File: config.mk
export PLATFORM = sky130hd
export DESIGN_NAME = fetch_redirect_ctrl_flat
export DESIGN_NICKNAME = d
export VERILOG_FILES = /design/src/rtl/fetch_redirect_ctrl_pkg.sv /design/src/rtl/fetch_redirect_ctrl_if.sv /design/src/rtl/fetch_redirect_ctrl_arb.sv /design/src/rtl/fetch_redirect_ctrl.sv /design/src/flat_wrapper.sv
export SDC_FILE = /design/constraint.sdc
export NUM_CORES = 1
export LEC_CHECK = 0
export BUFFER_PORTS_ARGS = -buffer_cell sky130_fd_sc_hd__buf_2
export CAP_MARGIN = 20
export CORE_AREA = 2 2 78 80
export CTS_CLUSTER_SIZE = 16
export DETAILED_ROUTE_END_ITERATION = 8
export DIE_AREA = 0 0 80 82
export PLACE_DENSITY = 0.85
export SLEW_MARGIN = 20
export SYNTH_ARGS = -nofsm -noshare
export SYNTH_HDL_FRONTEND = slang
export SYNTH_HIERARCHICAL = 1
export SYNTH_SLANG_ARGS = --single-unit
export TNS_END_PERCENT = 10
File: constraint.sdc
create_clock -name clk -period 2.1 [get_ports clk]
set_input_delay 0.42 -clock clk [delete_from_list [all_inputs] [get_ports clk]]
set_output_delay 0.42 -clock clk [all_outputs]
set_load 0.01 [all_outputs]
File: src/rtl/fetch_redirect_ctrl_pkg.sv
// Shared types and constants for the fetch redirect controller: FSM states,
// redirect source codes, PC width and small helpers.
package fetch_ctrl_pkg;

   localparam int PC_W    = 16;
   localparam int TIMER_W = 4;
   localparam int CNT_W   = 8;

   typedef logic [PC_W-1:0]    pc_t;
   typedef logic [TIMER_W-1:0] timer_t;
   typedef logic [CNT_W-1:0]   cnt_t;

   typedef enum logic [1:0] {
      RUN   = 2'd0,
      FLUSH = 2'd1,
      REDIR = 2'd2
   } fsm_state_t;

   // Numeric order doubles as program-order age: a larger code is older.
   typedef enum logic [1:0] {
      SRC_NONE = 2'd0,
      SRC_DEC  = 2'd1,
      SRC_EX   = 2'd2,
      SRC_WB   = 2'd3
   } src_t;

   function automatic cnt_t sat_inc(input cnt_t v);
      return (v == '1) ? v : v + CNT_W'(1);
   endfunction

endpackage

File: src/rtl/fetch_redirect_ctrl_if.sv
// Bundle between the back-end pipeline, the redirect controller and FetchStage.
// master = pipeline/driver side, slave = fetch_redirect_ctrl.
interface fetch_redirect_ctrl_if;
   import fetch_ctrl_pkg::*;

   // Redirect requests are single-cycle valid pulses with no ready: a request
   // is either accepted on the edge it is sampled or dropped for good. The
   // stall output is the only back-pressure and it applies to FetchStage.
   logic       wbR0w;
   pc_t        wbR0d;
   logic       exRedirect;
   pc_t        exTarget;
   logic       decRedirect;
   pc_t        decTarget;
   logic       dqFull;
   logic       extStall;

   logic       stall;
   logic       flush;
   logic       R0w;
   pc_t        R0d;
   logic [1:0] src;
   cnt_t       redirCnt;

   fsm_state_t dbg_state;
   timer_t     dbg_timer;

   modport master (
      output wbR0w, wbR0d, exRedirect, exTarget, decRedirect, decTarget,
             dqFull, extStall,
      input  stall, flush, R0w, R0d, src, redirCnt, dbg_state, dbg_timer
   );

   modport slave (
      input  wbR0w, wbR0d, exRedirect, exTarget, decRedirect, decTarget,
             dqFull, extStall,
      output stall, flush, R0w, R0d, src, redirCnt, dbg_state, dbg_timer
   );

endinterface

File: src/rtl/fetch_redirect_ctrl_arb.sv
// Combinational redirect arbiter: picks the oldest request and decides whether
// it may start or replace a flush/redirect sequence.
module redirect_arb
   import fetch_ctrl_pkg::*;
(
   input  logic busy,
   input  src_t cur_src,
   input  logic wb_req,
   input  pc_t  wb_tgt,
   input  logic ex_req,
   input  pc_t  ex_tgt,
   input  logic dec_req,
   input  pc_t  dec_tgt,
   output logic accept,
   output pc_t  new_tgt,
   output src_t new_src
);

   // Inside a sequence only an older source can interrupt; anything equal or
   // younger belongs to the squashed path. Decode never interrupts.
   always_comb begin
      accept  = 1'b0;
      new_tgt = '0;
      new_src = SRC_NONE;
      if (wb_req) begin
         if (!busy || (cur_src < SRC_WB)) begin
            accept  = 1'b1;
            new_tgt = wb_tgt;
            new_src = SRC_WB;
         end
      end else if (ex_req) begin
         if (!busy || (cur_src < SRC_EX)) begin
            accept  = 1'b1;
            new_tgt = ex_tgt;
            new_src = SRC_EX;
         end
      end else if (dec_req) begin
         if (!busy) begin
            accept  = 1'b1;
            new_tgt = dec_tgt;
            new_src = SRC_DEC;
         end
      end
   end

endmodule

File: src/rtl/fetch_redirect_ctrl.sv
// Sequencing controller for FetchStage: flush for FLUSH_CYCLES, then a one-cycle
// PC load, for reset and for every accepted redirect. FLUSH_CYCLES must be 1..15.
module fetch_redirect_ctrl
   import fetch_ctrl_pkg::*;
#(
   parameter int  FLUSH_CYCLES = 2,
   parameter pc_t RESET_PC     = 16'h0000
)
(
   input  logic                  clk,
   input  logic                  rst_n,
   fetch_redirect_ctrl_if.slave  bus
);

   localparam timer_t FLUSH_LOAD = TIMER_W'(FLUSH_CYCLES);

   fsm_state_t state_q;
   timer_t     timer_q;
   pc_t        target_q;
   src_t       src_q;
   logic       flush_q;
   logic       r0w_q;
   pc_t        r0d_q;
   cnt_t       cnt_q;
   logic       run_q;

   logic       busy;
   logic       accept;
   pc_t        arb_tgt;
   src_t       arb_src;

   assign busy = (state_q != RUN);

   redirect_arb u_arb (
      .busy    (busy),
      .cur_src (src_q),
      .wb_req  (bus.wbR0w),
      .wb_tgt  (bus.wbR0d),
      .ex_req  (bus.exRedirect),
      .ex_tgt  (bus.exTarget),
      .dec_req (bus.decRedirect),
      .dec_tgt (bus.decTarget),
      .accept  (accept),
      .new_tgt (arb_tgt),
      .new_src (arb_src)
   );

   // Outputs are registered alongside the next state so they always match it.
   always_ff @(posedge clk or negedge rst_n) begin
      if (!rst_n) begin
         state_q  <= FLUSH;
         timer_q  <= FLUSH_LOAD;
         target_q <= RESET_PC;
         src_q    <= SRC_NONE;
         flush_q  <= 1'b1;
         r0w_q    <= 1'b0;
         r0d_q    <= RESET_PC;
         cnt_q    <= '0;
         run_q    <= 1'b0;
      end else if (accept) begin
         // Accepting from REDIR leaves this cycle's PC load in place; the
         // new sequence ends with its own load that overrides it.
         state_q  <= FLUSH;
         timer_q  <= FLUSH_LOAD;
         target_q <= arb_tgt;
         src_q    <= arb_src;
         flush_q  <= 1'b1;
         r0w_q    <= 1'b0;
         cnt_q    <= sat_inc(cnt_q);
         run_q    <= 1'b0;
      end else begin
         case (state_q)
            RUN: begin
               flush_q <= 1'b0;
               r0w_q   <= 1'b0;
               run_q   <= 1'b1;
            end
            FLUSH: begin
               if (timer_q <= TIMER_W'(1)) begin
                  state_q <= REDIR;
                  flush_q <= 1'b0;
                  r0w_q   <= 1'b1;
                  r0d_q   <= target_q;
               end else begin
                  timer_q <= timer_q - TIMER_W'(1);
               end
            end
            REDIR: begin
               state_q <= RUN;
               src_q   <= SRC_NONE;
               flush_q <= 1'b0;
               r0w_q   <= 1'b0;
               run_q   <= 1'b1;
            end
            default: begin
               state_q <= RUN;
               src_q   <= SRC_NONE;
               flush_q <= 1'b0;
               r0w_q   <= 1'b0;
               run_q   <= 1'b1;
            end
         endcase
      end
   end

   // Back-pressure is only forwarded while running; a sequence masks it.
   assign bus.stall     = run_q & (bus.dqFull | bus.extStall);
   assign bus.flush     = flush_q;
   assign bus.R0w       = r0w_q;
   assign bus.R0d       = r0d_q;
   assign bus.src       = src_q;
   assign bus.redirCnt  = cnt_q;
   assign bus.dbg_state = state_q;
   assign bus.dbg_timer = timer_q;

endmodule
File: src/flat_wrapper.sv
// flat-port wrapper written by rule: the top's interface ports become plain ports
module fetch_redirect_ctrl_flat import fetch_ctrl_pkg::*;
#(
   parameter int  FLUSH_CYCLES = 2,
   parameter pc_t RESET_PC     = 16'h0000
)
  (clk, rst_n, bus_wbR0w, bus_wbR0d, bus_exRedirect, bus_exTarget, bus_decRedirect, bus_decTarget, bus_dqFull, bus_extStall, bus_stall, bus_flush, bus_R0w, bus_R0d, bus_src, bus_redirCnt, bus_dbg_state, bus_dbg_timer);
  fetch_redirect_ctrl_if bus_i ();
  input  logic clk;
  input  logic rst_n;
  input wire logic [$bits(bus_i.wbR0w)-1:0] bus_wbR0w;
  input wire logic [$bits(bus_i.wbR0d)-1:0] bus_wbR0d;
  input wire logic [$bits(bus_i.exRedirect)-1:0] bus_exRedirect;
  input wire logic [$bits(bus_i.exTarget)-1:0] bus_exTarget;
  input wire logic [$bits(bus_i.decRedirect)-1:0] bus_decRedirect;
  input wire logic [$bits(bus_i.decTarget)-1:0] bus_decTarget;
  input wire logic [$bits(bus_i.dqFull)-1:0] bus_dqFull;
  input wire logic [$bits(bus_i.extStall)-1:0] bus_extStall;
  output wire logic [$bits(bus_i.stall)-1:0] bus_stall;
  output wire logic [$bits(bus_i.flush)-1:0] bus_flush;
  output wire logic [$bits(bus_i.R0w)-1:0] bus_R0w;
  output wire logic [$bits(bus_i.R0d)-1:0] bus_R0d;
  output wire logic [$bits(bus_i.src)-1:0] bus_src;
  output wire logic [$bits(bus_i.redirCnt)-1:0] bus_redirCnt;
  output wire logic [$bits(bus_i.dbg_state)-1:0] bus_dbg_state;
  output wire logic [$bits(bus_i.dbg_timer)-1:0] bus_dbg_timer;
  assign bus_i.wbR0w = bus_wbR0w;
  assign bus_i.wbR0d = bus_wbR0d;
  assign bus_i.exRedirect = bus_exRedirect;
  assign bus_i.exTarget = bus_exTarget;
  assign bus_i.decRedirect = bus_decRedirect;
  assign bus_i.decTarget = bus_decTarget;
  assign bus_i.dqFull = bus_dqFull;
  assign bus_i.extStall = bus_extStall;
  assign bus_stall = bus_i.stall;
  assign bus_flush = bus_i.flush;
  assign bus_R0w = bus_i.R0w;
  assign bus_R0d = bus_i.R0d;
  assign bus_src = bus_i.src;
  assign bus_redirCnt = bus_i.redirCnt;
  assign bus_dbg_state = bus_i.dbg_state;
  assign bus_dbg_timer = bus_i.dbg_timer;
  fetch_redirect_ctrl #(.FLUSH_CYCLES(FLUSH_CYCLES), .RESET_PC(RESET_PC)) u_core (.clk(clk), .rst_n(rst_n), .bus(bus_i));
endmodule
== Word-level counts from Yosys, hierarchy flattened ==
Cells that the tools add are included.
Word-level totals
  output and inout bits: 35
  word-level logic and storage cells: 70
  bits in registers: 51
Cells by class
  equality and inequality tests: 7
  add/sub/neg operators: 2
  reductions and logical operators: 11
  bitwise logic cells: 4
  muxes and demuxes: 34
  magnitude comparators: 3
Operators with widths (count)
  16-bit 2-to-1 mux: 6
  1-bit 2-to-1 mux: 16
  2-bit 2-to-1 mux: 8
  4-bit 2-to-1 mux: 3
  8-bit by 1-bit adder with 8-bit output (second input constant): 1
  8-bit == test (second input constant): 1
  2-bit by 1-bit != test with 1-bit output (second input constant): 4
  2-bit AND reduction: 3
  4-bit by 1-bit less-or-equal comparator with 1-bit output (second input constant): 1
  2-bit less-than comparator (second input constant): 2
  2-bit case mux with 2 select lines: 1
  2-bit nonzero test: 2
  4-bit by 1-bit subtractor with 4-bit output (second input constant): 1
  3-bit by 1-bit != test with 1-bit output (second input constant): 1
  3-bit AND reduction: 1
  2-bit by 1-bit == test with 1-bit output (second input constant): 1
  2-bit zero test: 1
  1-bit logical OR: 2
  1-bit inverter: 2
  2-bit OR reduction: 1
  1-bit AND: 1
  1-bit zero test: 1
  1-bit bitwise OR: 1

== Logic depth before layout (Yosys ltp) ==
  word-level depth: 8
  gate-level depth with buffers: 9

== By module ==
The synthesis kept the hierarchy.
By module, submodules not included
  fetch_redirect_ctrl: seq. area each 1280.0 µm², times used 1, cells each 148, area each 2107.0 µm²
  redirect_arb: seq. area each 0.0 µm², times used 1, cells each 45, area each 382.9 µm²

== Worst setup path before layout ==
OpenSTA, ideal clock, no wires.
  path kind: flip-flop to flip-flop
  start: register u_core.state_q[1] (netlist: u_core/bus.dbg_state[1])
  end: register u_core.target_q[1]
  cell stages (with the launch flop): 9
  arrival time: 2.270 ns
  buffers on the path: 3
  period minus slack after synthesis: 2.395 ns
  slack: -0.295 ns
  required time: 1.975 ns
  cells stage by stage: dfrtp_1 or2_2 a21bo_2 nor2_4 buf_2 or2_1 buf_2 buf_2 mux2_2
On the way
  cells in the longest elaborated chain, start to end: 6
  elaborated cells on any way between the ends: 16
RTL lines
  from (decl): line fetch_redirect_ctrl.sv:17  | fsm_state_t state_q;
  from (signal assigned): line fetch_redirect_ctrl.sv:51  | state_q <= FLUSH;
  from (signal assigned): line fetch_redirect_ctrl.sv:63  | state_q <= FLUSH;
  from (signal assigned): line fetch_redirect_ctrl.sv:80  | state_q <= REDIR;
  2-bit nonzero test *: line fetch_redirect_ctrl.sv:32  | assign busy = (state_q != RUN);
  net u_core.busy: line fetch_redirect_ctrl.sv:27  | logic busy;
  1-bit zero test: line fetch_redirect_ctrl_arb.sv:26, fetch_redirect_ctrl_arb.sv:32
  1-bit logical OR: line fetch_redirect_ctrl_arb.sv:32  | if (!busy || (cur_src < SRC_EX)) begin
  1-bit 2-to-1 mux: line fetch_redirect_ctrl_arb.sv:32
  1-bit 2-to-1 mux: line fetch_redirect_ctrl_arb.sv:31  | end else if (ex_req) begin
  1-bit 2-to-1 mux *: line fetch_redirect_ctrl_arb.sv:25  | if (wb_req) begin
  net u_core.accept: line fetch_redirect_ctrl.sv:28  | logic accept;
  to (signal assigned): line fetch_redirect_ctrl.sv:65  | target_q <= arb_tgt;
  to (decl): line fetch_redirect_ctrl.sv:19  | pc_t target_q;
Mark *: on every way through the listed nets, which the timed path passes. The rest lies on a longest branch.
A chain may end at the register's enable or synchronous reset.

== Final worst setup path ==
  start: register u_core.state_q[1] (netlist: u_core/bus.dbg_state[1])
  end: register u_core.cnt_q[5] (netlist: u_core/bus.redirCnt[5])
On the way
  cells in the longest elaborated chain, start to end: 7
  elaborated cells on any way between the ends: 11
RTL lines
  2-bit nonzero test *: line fetch_redirect_ctrl.sv:32
  net u_core.busy: line fetch_redirect_ctrl.sv:27
  1-bit zero test: line fetch_redirect_ctrl_arb.sv:26, fetch_redirect_ctrl_arb.sv:32
  1-bit logical OR: line fetch_redirect_ctrl_arb.sv:32
  1-bit 2-to-1 mux: line fetch_redirect_ctrl_arb.sv:32
  1-bit 2-to-1 mux: line fetch_redirect_ctrl_arb.sv:31
  1-bit 2-to-1 mux *: line fetch_redirect_ctrl_arb.sv:25
  net u_core.accept: line fetch_redirect_ctrl.sv:28
  2-bit AND reduction (no line) *
  to (signal assigned): line fetch_redirect_ctrl.sv:69  | cnt_q <= sat_inc(cnt_q);
  to (decl): line fetch_redirect_ctrl.sv:24  | cnt_t cnt_q;
Marks and branches as above.

==> results.yml <==
global_route:
  grtUsageTotal_pct: 18.89
  antenna_found_initial: 0
  grt_pass1_wl_um: 9494
  grt_start_max_net_pins: 22
  grt_pass1_vias: 1923
  grt_overflow: 0
clock_network:
  clock_path_buffers: 2
  htree_levels: 2
  clock-sinks: 51
  clock_latency_ns: 0.30
  numCtsBuffers: 5
  clk_pin_slew_ns: 0.09
  tritoncts: "done"
  cts-root-buf: "clkbuf_8"
  cts_setup_buffers: 0
floorplanning:
  fp-row-count: 28
  ios: 90
  coreArea_um2: 5746
  die_width_um: 80
  die_area_um2: 6560
  die_y_um: 82
  start_util_pct: 43.34
sta:
  slew_violations: 0
  skew_ns: 0.004709
  period_needed_ns: 2.005
  setup_viol: 0
  fin_crit_sh_pct: 95.49
  grt_setup_unrepaired: "false"
  worstMarginPinSlew_ns: 0.4436
  hold_viol: 0
  relSlewSlack_pct: 70.05
  fmax_mhz: 498.7
cells_and_area:
  diodes: 0
  drive_above_1_share_pct: 55.36
  nets: 347
  fin_area_um2: 3151
  final_common_cell: "buf_2"
  area_growth_pct: 26.53
  layout_common_cells: "89 x buf_2, 48 x dfrtp_1, 24 x mux2_2"
min_path:
  hp-class: "primary input to async pin"
detailed_routing:
  wl_per_cell_um: 15.76
  drc: 0
  drtIter0Drc: 92
  via_per_inst: 5.313
  ant_nets: 0
  routed_wl_um: 5737
  first_pass_iters: 4
  via_count: 1934
synthesis:
  synth_nets: 251
  ys_seq_area_share_pct: 51.41
  synth_cells: 193
  async_flop_share_pct: 100.0
  yosysUniqueCellTypes: 42
  synthFlopType: "dfrtp_1"
  synth_area_um2: 2490
  synth_area_per_cell_um2: 12.90
  ys_ff_latch: 51
  ys_warn_count: 6
  synth_edf_count: 0
pwr:
  swShare_pct: 36.54
  p_int_mw: 2.634
  p_seq_share_pct: 42.2
  combPwrFrac_pct: 44.3
  p_sw_mw: 1.517
  fin_total_pwr_mw: 4.151
  clkPwrFrac_pct: 13.5
  power.leakage_nw: 1.654
  irDropWorstVdd_mv: 0.5182
  power_density_nw_per_um2: 1317
critical_path:
  ff2ff_setup_slack_ns: 0.09
  crit_required_ns: 2.29
  worstPathMaxFanout: 7
  worst_setup_path_end_kind: "register"
  r2r-start: "u_core/bus.dbg_state[1]"
  reg2reg_depth: 8
  arrival_ns: 2.19
  cp-start-kind: "register"
  critPathKind: "register to register"
  reg2reg_to: "u_core/bus.redirCnt[5]"
  startpoint: "u_core/bus.dbg_state[1]"
placed_design:
  hpwlAfterDp_um: 4380
  gp_congestion: 0.7217
  placed_cell_area_um2: 3053
  port_buffers: 89
job:
  cap_violations: 0
outcome:
  outcome: "finished clean"
-- through the flow --
step           std cells  utilization [%]  setup TNS (ns)  hold WS (ns)  setup slack, ns
3_3_place_gp         357            53.14               0        0.3931           0.1508
5_1_grt              364            54.83               0       0.07050          0.01023
6_report             364            54.83               0       0.05862          0.09463
2_1_floorplan        193                -         -0.2978        0.1244         -0.02872
4_1_cts              364            54.66               0       0.06139          0.06664
3_5_place_dp         357            53.14               0        0.3936          0.07036
-- cell type report --
cell class,instances,area (um^2)
Fill cell,535,2595
Multi-Input combinational cell,128,1157
Clock inverter,1,5.005
Timing Repair Buffer,98,513.0
Clock buffer,6,82.58
Inverter,5,18.77
Tap cell,75,93.84
Sequential cell,51,1280
-- critical path: stages, from the launching register on --
cell     delay [ns]
dfrtp_1        0.41
or2_4          0.29
nor4b_4        0.23
a21o_1         0.14
or2_4          0.17
and4_2         0.29
nand3_1        0.11
nor3_1         0.19
a21oi_1        0.06
-- worst max-delay path by stage --
stage	cells after the start	slack, ns	end
3_5_place_dp	7	0.07	u_core/bus.R0d[9]
4_1_cts	7	0.07	u_core/bus.R0d[9]
6_report	8	0.09	u_core/bus.redirCnt[5]
3_3_place_gp	7	0.15	u_core/bus.R0d[5]
2_1_floorplan	9	-0.03	u_core/bus.R0d[10]
5_1_grt	7	0.01	u_core/bus.R0d[9]
-- state kept, by name (all words and copies together) (netlist names) --
name / flops
u_core/bus.R0d: 16
u_core/bus.src: 2
u_core/bus.flush: 1
u_core/bus.dbg_timer: 4
u_core/run_q: 1
u_core/bus.dbg_state: 2
u_core/bus.redirCnt: 8
u_core/target_q: 16
u_core/bus.R0w: 1
-- power by group through the flow --
stage | Combinational (mW) | Clock [mW] | Sequential [mW]
after CTS | 1.84 | 0.585 | 1.76
after global placement | 1.75 | 0 | 1.75
after global routing | 2.01 | 0.640 | 1.83
after floorplan | 1.16 | 0 | 1.85
final | 1.84 | 0.561 | 1.75
after detailed placement | 1.83 | 0 | 1.78
-- cell usage after synthesis, types with 3 or more instances --
library cell  count  area (um^2)
o21a_1            3        22.52
buf_2             4        20.02
nand2_1           5        18.77
and3_1           10        62.56
dfstp_2           3        78.83
and3_2            8        60.06
ha_1              3        37.54
mux2_2           24        270.3
inv_1             5        18.77
a21oi_1           7        35.03
nor2_1            8        30.03
dfrtp_1          48         1201
a221o_1          16        160.2
buf_6             3        33.78
mux2_4            9        135.1
-- layer usage --
layer  vias to the layer above  share of wire, %  global-route usage (%)
met5                         -                 0                       0
met4                         0              0.91                   4.915
met3                         5               7.1                   4.615
met2                        74                50                   31.33
met1                       941                42                   24.91
li1                        914                 -                       -
-- repair_timing --
| action | CTS | global route |
|---|---|---|
| hold buffers | 0 | 0 |
| setup endpoints to repair | 0 | 17 |
| gates resized for setup | 0 | 2 |
-- logic make-up (layout without fill, tap and decap cells) --
kind of cell,Yosys count,after routing,synth area share (%)
AND/OR/NAND/NOR,49,49,13.07
adder cells (fa/ha/maj),3,3,1.508
buffers and inverters,14,110,3.216
AO/OA/AOI/OAI,39,39,13.12
XOR/XNOR,4,4,1.407
multiplexers,33,33,16.28
flip-flops,51,51,51.41
(Power assumes the default switching activity.)
